$ cat config.mk
export PLATFORM = sky130hd
export DESIGN_NAME = mod_addsub_pipe
export DESIGN_NICKNAME = d
export VERILOG_FILES = /design/src/rtl/mod_addsub_pipe.sv
export SDC_FILE = /design/constraint.sdc
export NUM_CORES = 1
export LEC_CHECK = 0
export ABC_AREA = 1
export BUFFER_PORTS_ARGS = -buffer_cell sky130_fd_sc_hd__buf_2
export CORE_ASPECT_RATIO = 1.2
export CORE_UTILIZATION = 55
export DETAILED_ROUTE_END_ITERATION = 12
export PLACE_DENSITY = 0.77
export RECOVER_POWER = 25
export SYNTH_ARGS = -nofsm -noshare
export SYNTH_HDL_FRONTEND = slang
export SYNTH_SLANG_ARGS = --single-unit
export TNS_END_PERCENT = 50
$ cat constraint.sdc
create_clock -name clk -period 4 [get_ports clk]
set_input_delay 0.4 -clock clk [delete_from_list [all_inputs] [get_ports clk]]
set_output_delay 0.4 -clock clk [all_outputs]
set_load 0.02 [all_outputs]
$ cat src/rtl/mod_addsub_pipe.sv
// -----------------------------------------------------------------------------
// mod_addsub_pipe
//
// Two-stage pipelined modular add/subtract unit for rotor-offset arithmetic.
// Computes (a - b) mod MODULUS (in_op = 0) or (a + b) mod MODULUS (in_op = 1).
// A plain decrement is issued as a subtract with b = 1.
//
// Parameters
//   WIDTH    operand/result width in bits (MODULUS <= 2**WIDTH)
//   MODULUS  modulus applied to every result (>= 2)
//
// Ports
//   clk        in   1      single clock, rising edge
//   rst        in   1      asynchronous, active-high reset
//   in_valid   in   1      operand beat offered
//   in_ready   out  1      unit accepts a beat this cycle
//   in_op      in   1      0 = subtract (a - b), 1 = add (a + b)
//   in_a       in   WIDTH  operand a, expected < MODULUS
//   in_b       in   WIDTH  operand b, expected < MODULUS
//   out_valid  out  1      result beat valid
//   out_ready  in   1      downstream accepts the result
//   out_data   out  WIDTH  result, < MODULUS for in-range operands
//   out_err    out  1      operand range error flag, travels with its beat
//
// Build option
//   MOD_ADDSUB_RANGE_CHK_EN  when defined, stage 1 flags operands >= MODULUS,
//                            the flag rides along to out_err and forces
//                            out_data to 0. When undefined no comparators are
//                            built and out_err is constant 0. Latency and
//                            timing are the same either way.
//
// Handshake
//   A beat transfers on a rising edge where valid & ready are both high.
//   valid never depends on ready. While out_valid & ~out_ready the output
//   beat (out_data, out_err) is held stable. in_ready is combinational from
//   out_ready (no skid buffer): a stage may load when it is empty or when
//   the stage after it is draining in the same cycle.
// -----------------------------------------------------------------------------
module mod_addsub_pipe #(
   parameter int WIDTH   = 8,
   parameter int MODULUS = 26
) (
   input  logic             clk,
   input  logic             rst,
   input  logic             in_valid,
   output logic             in_ready,
   input  logic             in_op,
   input  logic [WIDTH-1:0] in_a,
   input  logic [WIDTH-1:0] in_b,
   output logic             out_valid,
   input  logic             out_ready,
   output logic [WIDTH-1:0] out_data,
   output logic             out_err
);

   // Modulus in the widened (WIDTH+1) domain used for the stage-1 sum, and in
   // the result domain. When MODULUS == 2**WIDTH the narrow copy is 0, which
   // is still correct because adding 2**WIDTH is a no-op modulo 2**WIDTH.
   localparam logic [WIDTH:0]   MOD_X = (WIDTH+1)'(MODULUS);
   localparam logic [WIDTH-1:0] MOD_W = WIDTH'(MODULUS);

   // ---------------------------------------------------------------------------
   // Pipeline state
   // ---------------------------------------------------------------------------
   logic             s1_v_q,   s1_v_d;
   logic [WIDTH:0]   s1_sum_q, s1_sum_d;
   logic             s1_op_q,  s1_op_d;

   logic             s2_v_q,    s2_v_d;
   logic [WIDTH-1:0] s2_data_q, s2_data_d;

   logic             s1_en;
   logic             s2_en;

   // ---------------------------------------------------------------------------
   // Stage enables
   // ---------------------------------------------------------------------------
   assign s2_en    = ~s2_v_q | out_ready;
   assign s1_en    = ~s1_v_q | s2_en;
   assign in_ready = s1_en;

   // ---------------------------------------------------------------------------
   // Stage 1: widened add / two's-complement subtract
   // ---------------------------------------------------------------------------
   logic [WIDTH:0] s1_b_x;
   logic [WIDTH:0] s1_cin;

   always_comb begin
      s1_b_x   = '0;
      s1_cin   = '0;
      s1_v_d   = s1_v_q;
      s1_sum_d = s1_sum_q;
      s1_op_d  = s1_op_q;

      // For subtract, ~{1'b0,b} + 1 is the WIDTH+1-bit negation of b.
      s1_b_x = in_op ? {1'b0, in_b} : {1'b1, ~in_b};
      s1_cin = {{WIDTH{1'b0}}, ~in_op};

      if (s1_en) begin
         s1_v_d = in_valid;
         if (in_valid) begin
            s1_sum_d = {1'b0, in_a} + s1_b_x + s1_cin;
            s1_op_d  = in_op;
         end
      end
   end

   // ---------------------------------------------------------------------------
   // Stage 2: modular correction
   // ---------------------------------------------------------------------------
   // For subtract the extra top bit is the sign of (a - b): it reads 1 exactly
   // when a < b, i.e. when the carry out of the WIDTH-bit add was 0 (borrow).
   // In that case the low bits hold a - b + 2**WIDTH, and adding MODULUS with
   // truncation yields a - b + MODULUS.
   logic             s1_borrow;
   logic [WIDTH:0]   s2_add_red;
   logic [WIDTH-1:0] s2_res;

   assign s1_borrow  = s1_sum_q[WIDTH];
   assign s2_add_red = s1_sum_q - MOD_X;

   always_comb begin
      s2_res = s1_sum_q[WIDTH-1:0];
      if (s1_op_q) begin
         if (s1_sum_q >= MOD_X) begin
            s2_res = s2_add_red[WIDTH-1:0];
         end
      end else if (s1_borrow) begin
         s2_res = s1_sum_q[WIDTH-1:0] + MOD_W;
      end
   end

`ifdef MOD_ADDSUB_RANGE_CHK_EN
   // ---------------------------------------------------------------------------
   // Operand range check (optional)
   // ---------------------------------------------------------------------------
   logic s1_err_q, s1_err_d;
   logic s2_err_q, s2_err_d;

   always_comb begin
      s1_err_d = s1_err_q;
      if (s1_en && in_valid) begin
         s1_err_d = ({1'b0, in_a} >= MOD_X) | ({1'b0, in_b} >= MOD_X);
      end
   end

   always_comb begin
      s2_v_d    = s2_v_q;
      s2_data_d = s2_data_q;
      s2_err_d  = s2_err_q;
      if (s2_en) begin
         s2_v_d = s1_v_q;
         // An empty stage 1 leaves the last result on the bus.
         if (s1_v_q) begin
            s2_data_d = s1_err_q ? '0 : s2_res;
            s2_err_d  = s1_err_q;
         end
      end
   end

   always_ff @(posedge clk or posedge rst) begin
      if (rst) begin
         s1_err_q <= 1'b0;
         s2_err_q <= 1'b0;
      end else begin
         s1_err_q <= s1_err_d;
         s2_err_q <= s2_err_d;
      end
   end

   assign out_err = s2_err_q;
`else
   always_comb begin
      s2_v_d    = s2_v_q;
      s2_data_d = s2_data_q;
      if (s2_en) begin
         s2_v_d = s1_v_q;
         // An empty stage 1 leaves the last result on the bus.
         if (s1_v_q) begin
            s2_data_d = s2_res;
         end
      end
   end

   assign out_err = 1'b0;
`endif

   // ---------------------------------------------------------------------------
   // Registers
   // ---------------------------------------------------------------------------
   always_ff @(posedge clk or posedge rst) begin
      if (rst) begin
         s1_v_q    <= 1'b0;
         s1_sum_q  <= '0;
         s1_op_q   <= 1'b0;
         s2_v_q    <= 1'b0;
         s2_data_q <= '0;
      end else begin
         s1_v_q    <= s1_v_d;
         s1_sum_q  <= s1_sum_d;
         s1_op_q   <= s1_op_d;
         s2_v_q    <= s2_v_d;
         s2_data_q <= s2_data_d;
      end
   end

   assign out_valid = s2_v_q;
   assign out_data  = s2_data_q;

endmodule
==> results of run 1 <==
-- worst max-delay path, cell delays in order --
cell and delay, ns:
buf_2 0.18, xor2_1 0.21, fa_1 0.43, inv_1 0.07
nand3_1 0.06, nand2_1 0.13, a21oi_1 0.09, or2_2 0.27
nand3_1 0.07, nand2_1 0.05
-- layout make-up --
cell class	count	area [µm²]	area share, %
clock buffer	3	22.5	1.20
clock inverter	1	30.0	1.60
inverter	38	143	7.59
multi-input combinational	178	990	52.7
sequential	20	500	26.6
tap	34	42.5	2.27
timing repair buffer	30	150	7.99
-- cell usage after synthesis, drive strengths merged --
library cell / instances / share of area, %
nor2: 16 / 4.9
o21ai: 16 / 4.9
o21bai: 1 / 0.44
xnor2: 9 / 4.6
conb: 1 / 0.22
xor2: 4 / 2.1
fa: 1 / 1.2
buf: 7 / 4.0
nand3: 28 / 9.1
a21oi: 12 / 4.2
ha: 9 / 6.6
nand4: 2 / 0.74
inv: 38 / 8.4
nand2: 74 / 17
dfrtp: 20 / 29
or2: 1 / 0.37
o22ai: 1 / 0.37
a31oi: 3 / 1.1
-- how the worst max path moves through the flow --
stage / start / end / slack [ns] / depth (start not counted)
after floorplan: in_op / s1_sum_q[6] / 2.05 / 10
after global placement: in_op / s1_sum_q[6] / 1.94 / 10
after detailed placement: in_op / s1_sum_q[6] / 1.90 / 10
after CTS: in_op / s1_sum_q[6] / 2.24 / 10
after global routing: in_op / s1_sum_q[6] / 2.14 / 10
final: in_op / s1_sum_q[6] / 2.25 / 10
-- state kept, by name, indices dropped and copies added, names as in the netlist --
| name | cells |
|---|---|
| s1_sum_q | 9 |
| out_data | 8 |
| out_valid | 1 |
| s1_op_q | 1 |
| s1_v_q | 1 |
-- through the flow --
step	power, mW	hold slack, ns
4_1_cts	0.984	0.223
3_3_place_gp	0.803	0.459
5_1_grt	1.06	0.274
2_1_floorplan	0.719	0.364
6_report	0.982	0.188
3_5_place_dp	0.817	0.470
-- power by group --
| part | internal, mW | switching [mW] | total, mW |
|---|---|---|---|
| combinational | 0.179 | 0.299 | 0.478 |
| sequential | 0.267 | 0.0682 | 0.335 |
| clock | 0.101 | 0.0683 | 0.170 |
-- routing by layer --
layer,track usage [%],share of wire (%),vias to the layer above
li1,-,-,821
met1,21.9,43,671
met4,9.54,2.0,0
met5,0,0,-
met2,40.8,52,40
met3,2.19,2.3,7
-- cells by family after synthesis --
family                     share of synthesized area [%]
AOI/OAI and AO/OA                                   11.0
xor gates and xnor gates                            6.70
adders and majority gates                           7.80
buffers and inverters                               12.4
DFF                                                 29.4
other                                              0.221
and+or+nand+nor                                     32.5
==> metrics.yaml, run 1 <==
clock_tree:
  cts_tree: "yes"
  cts_setup_buffers: 0
  path_clk_slew_ns: 0.12
  cts_buffers: 3
  cts_hold_buf: 0
  cts_root_buf: "clkbuf_4"
  clockBufferDepth: 2
  htreeDepth: 1
  clock_sinks: 20
  ctsResizeCount: 0
  clk_latency_ns: 0.31
power_and_ir_drop:
  power.leakage_nw: 1.02
  power_density_nw_per_um2: 523
  ir_drop_mv: 0.301
sta:
  timing.final.crit_share_pct: 43.7
  worst_slack_ns: 2.25
  finalSetupViolations: 0
  rsz0062_at_grt: "false"
  drv_slew: 0
  setup_tns_ns: 0
  finalCriticalPeriod_ns: 1.75
  max_freq_mhz: 573
  finalHoldViolCount: 0
  relSlewSlack_pct: 51.0
  worst_pin_slew_ns: 0.734
  finClkSkew_ns: 0.000977
global_routing:
  grt_pass1_wl_um: 5430
  antenna_found_initial: 0
  overflow: 0
  grt_max_degree: 21
  grt_use_total_pct: 21.4
  grt_pass1_vias: 1427
floorplanning:
  coreArea_um2: 2860
  row_count: 21
  die_h_um: 62.9
  dieArea_um2: 3320
  ios: 32
  initial_core_util_pct: 59.4
  die_x_um: 52.8
drt:
  num_vias: 1539
  drt_wl_total_um: 3250
  wire_per_inst_um: 10.7
  viasPerCell: 5.06
  drc: 0
  final_antenna_net_count: 0
  drtPass1Iterations: 4
  drt_iter0_drc: 39
setup_path:
  worstReg2RegStart: "s1_sum_q[1]"
  rrSetupSlack_ns: 2.41
  path_max_fanout: 10
  crit_type: "primary input to register"
  arrival_ns: 1.96
  r2r_cells: 11
  required_ns: 4.22
  cp-end-kind: "register"
  worstReg2RegEnd: "out_data[7]"
  startpoint_type: "primary input"
final_layout:
  layout_common_cells: "nand2_1, inv_1, buf_2"
  nFillCells: 284
  n_antenna_cell: 0
  final_core_util_pct: 65.6
  syn2layout_area_growth_pct: 10.4
  final_cells: 304
  final_cell_area_um2: 1880
  drive_above_1_share_pct: 21.1
  final_common_cell: "nand2_1"
  nNetsFinal: 302
synthesis:
  synth_cells: 243
  ys_warn_count: 0
  synth_area_per_cell_um2: 7.00
  synth_cell_type_count: 30
  syn_area_um2: 1700
  seq_area_frac_synth_pct: 29.4
  ys_ff_latch: 20
  synth_nets: 274
worst_hold_path:
  worstHoldPathType: "primary input to async pin"
run_status:
  status: "complete, no violations"
placement:
  placedCellCount: 300
  dp_hpwl_um: 2640
  gp_congestion: 0.885
  numPortBuffers: 30
  placed_area_um2: 1830
  dp_slack_ns: 1.90
flow_run:
  drv_cap: 0
No activity file was read; power rests on OpenSTA's default activity.
==> run 2: changes to the inputs <==
- ABC_AREA: 1 -> 0
- PLACE_DENSITY: 0.77 -> 0.78
- clock period: 4 -> 1.8 ns (I/O delays scaled with it)
==> metrics.yaml, run 2 <==
run_status:
  status: "finished, violations left"
  failed_checks: "hold timing"
drt:
  drt_iter0_drc: 26  # -33%
  viasPerCell: 5.75  # +14%
  drtPass1Iterations: 4  # unchanged
  wire_per_inst_um: 14.0  # +31%
  num_vias: 1507  # -2.1%
  drc: 0  # unchanged
  final_antenna_net_count: 0  # unchanged
  drt_wl_total_um: 3660  # +13%
sta:
  timing.final.crit_share_pct: 99.1
  rsz0062_at_grt: "true"
  worst_slack_ns: 0.0158  # -2.24 ns
  finalHoldViolCount: 20  # +20
  finClkSkew_ns: 0.00601  # +0.00503 ns
  hold_ws_ns: -0.0165  # -0.205 ns
  drv_slew: 0  # unchanged
  relSlewSlack_pct: 50.2  # -0.80 points
  max_freq_mhz: 560
  finalCriticalPeriod_ns: 1.78
  worst_pin_slew_ns: 0.746  # +0.0120 ns
  finalSetupViolations: 0  # unchanged
  setup_tns_ns: 0  # unchanged
power_and_ir_drop:
  finalPower_mw: 2.06  # +110%
  power.leakage_nw: 0.912  # -11%
  power_density_nw_per_um2: 1040  # +99%
  ir_drop_mv: 0.674  # +120%
clock_tree:
  cts_buffers: 3  # unchanged
  clockBufferDepth: 2  # unchanged
  clock_sinks: 20  # unchanged
  cts_tree: "yes"
  cts_root_buf: "clkbuf_4"
  clk_latency_ns: 0.30  # about the same
  path_clk_slew_ns: 0.11  # about the same
  htreeDepth: 1  # unchanged
synthesis:
  synth.area.top_cells: "dfrtp_1, xnor2_1, ha_1, nand2_1, nor2_1"
  synth_flop_cell: "dfrtp_1"
  synth_cell_type_count: 50  # +67%
  synth.top_cell.area_share_pct: 31.8  # +2.4 points
  synth_edf_count: 0  # unchanged
  synth_common_cells: "dfrtp_1, nand2_1, nor2_1"
  seq_area_frac_synth_pct: 31.8  # +2.4 points
  synth.most_common_cell: "dfrtp_1"
  syn_area_um2: 1570  # -7.6%
  synth_nets: 211  # -23%
  synth_top_area_cell: "dfrtp_1"
  synth_cells: 180  # -26%
  ys_ff_latch: 20  # unchanged
  synth_area_per_cell_um2: 8.73  # +25%
  ys_warn_count: 0  # unchanged
  async_reset_ff_share_pct: 100  # unchanged
floorplanning:
  ios: 32  # unchanged
  die_h_um: 60.6  # -3.7%
  initial_core_util_pct: 59.8  # +0.44 points
  die_x_um: 50.8  # -3.7%
  row_count: 20  # -4.8%
  dieArea_um2: 3080  # -7.3%
  coreArea_um2: 2630  # -8.3%
setup_path:
  cp-end-kind: "register"
  path_max_fanout: 7  # -3
  arrival_ns: 2.02  # +0.06 ns
  crit_type: "register to register"
  required_ns: 2.03  # -2.19 ns
  startpoint_type: "register"
global_routing:
  grt_use_total_pct: 24.4  # +3.0 points
  grt_max_degree: 21  # unchanged
  grt_pass1_wl_um: 5580  # +2.8%
  antenna_found_initial: 0  # unchanged
  overflow: 0  # unchanged
  grt_pass1_vias: 1450  # +1.6%
placement:
  gp_congestion: 0.915  # +3.3%
  dp_hpwl_um: 2700  # +2.5%
  dp_slack_ns: -0.0829  # -1.99 ns
  numPortBuffers: 30  # unchanged
  placed_area_um2: 1840  # +0.96%
final_layout:
  nFillCells: 199  # -30%
  largest_reg_flops: 9  # unchanged
  nNetsFinal: 262  # -13%
  n_antenna_cell: 0  # unchanged
  syn2layout_area_growth_pct: 25.9
  drive_above_1_share_pct: 33.6  # +13 points
  final_common_cell: "buf_2"
  final_cell_area_um2: 1980  # +5.3%
  regMostFlops: "s1_sum_q"
  layout_common_cells: "buf_2, buf_4, dfrtp_1"
worst_hold_path:
  worstHoldPathType: "primary input to async pin"
flow_run:
  drv_cap: 0  # unchanged
[run 2: changes by cell type in the layout (fill, tap and decap cells not counted), moves of 4 or more]
cell / delta
buf_4: +27
inv_1: -29
nand2_1: -52
nand2_2: -4
nand2b_1: +5
nand3_1: -21
nor2_1: +5
xnor2_1: +4
[run 2: cell families (layout without fill, tap and decap cells)]
group	count (synthesis)	in the layout	share of synthesized area [%]
buf+inv	18	67	5.73
other cells	1	1	0.239
fa+ha+maj	10	10	8.44
flops	20	20	31.8
mux	3	3	2.07
xor+xnor	15	15	8.36
compound gates	49	49	21.0
simple gates	64	64	22.3
[run 2: per-stage QoR]
step,hold slack [ns],instances,utilization [%]
after detailed placement,0.350,249,70.1
after global placement,0.335,249,70.1
final,-0.0165,262,75.3
after global routing,0.0540,262,75.3
after CTS,0.0112,252,71.5
after floorplan,0.144,180,-
[run 2: where the power goes]
group          total [mW]  internal (mW)  switching [mW]
combinational        1.14          0.544           0.594
sequential          0.708          0.582           0.127
clock               0.209         0.0781           0.131
[run 2: area by class of cell]
cell class	count	area (µm²)	share of cell area, %
flip-flops and latches	20	502	25.4
clock buffers	3	22.5	1.14
inverters	6	22.5	1.14
multi-input cells	142	1030	51.9
well taps	33	41.3	2.09
repair buffers	58	364	18.4
[run 2: final timing paths]
check | to | slack [ns] | start | cells after the start
max reg2reg | out_data[1] | 0.02 | s1_sum_q[5] | 6
min | out_data[6] | -0.02 | rst | 2
max in group asynchronous | s1_sum_q[5] | 1.30 | rst | 2
min reg2reg | out_data[2] | 0.50 | out_data[2] | 1
max | out_data[1] | 0.02 | s1_sum_q[5] | 6
min in group clk | s1_v_q | 0.07 | in_valid | 2
[run 2: worst max-delay path: stages, from the launching register on]
cell	delay, ns
dfrtp_2	0.49
nor4b_4	0.29
and3_4	0.24
nor3_4	0.05
buf_4	0.16
or3_1	0.33
a31oi_1	0.15
[run 2: repair_timing]
| action | 4_1_cts | 5_1_grt |
|---|---|---|
| pin swaps | 0 | 7 |
| resized for setup | 4 | 8 |
| buffers inserted | 0 | 10 |
| setup endpoints to repair | 4 | 4 |
| hold buffers | 0 | 0 |
[run 2: metal layers]
layer	up-vias	global-route usage, %	share of wire [%]
li1	741	-	-
met2	39	49.3	56
met3	6	1.75	2.0
met4	0	17.1	2.1
met5	-	0	0
met1	721	23.1	40
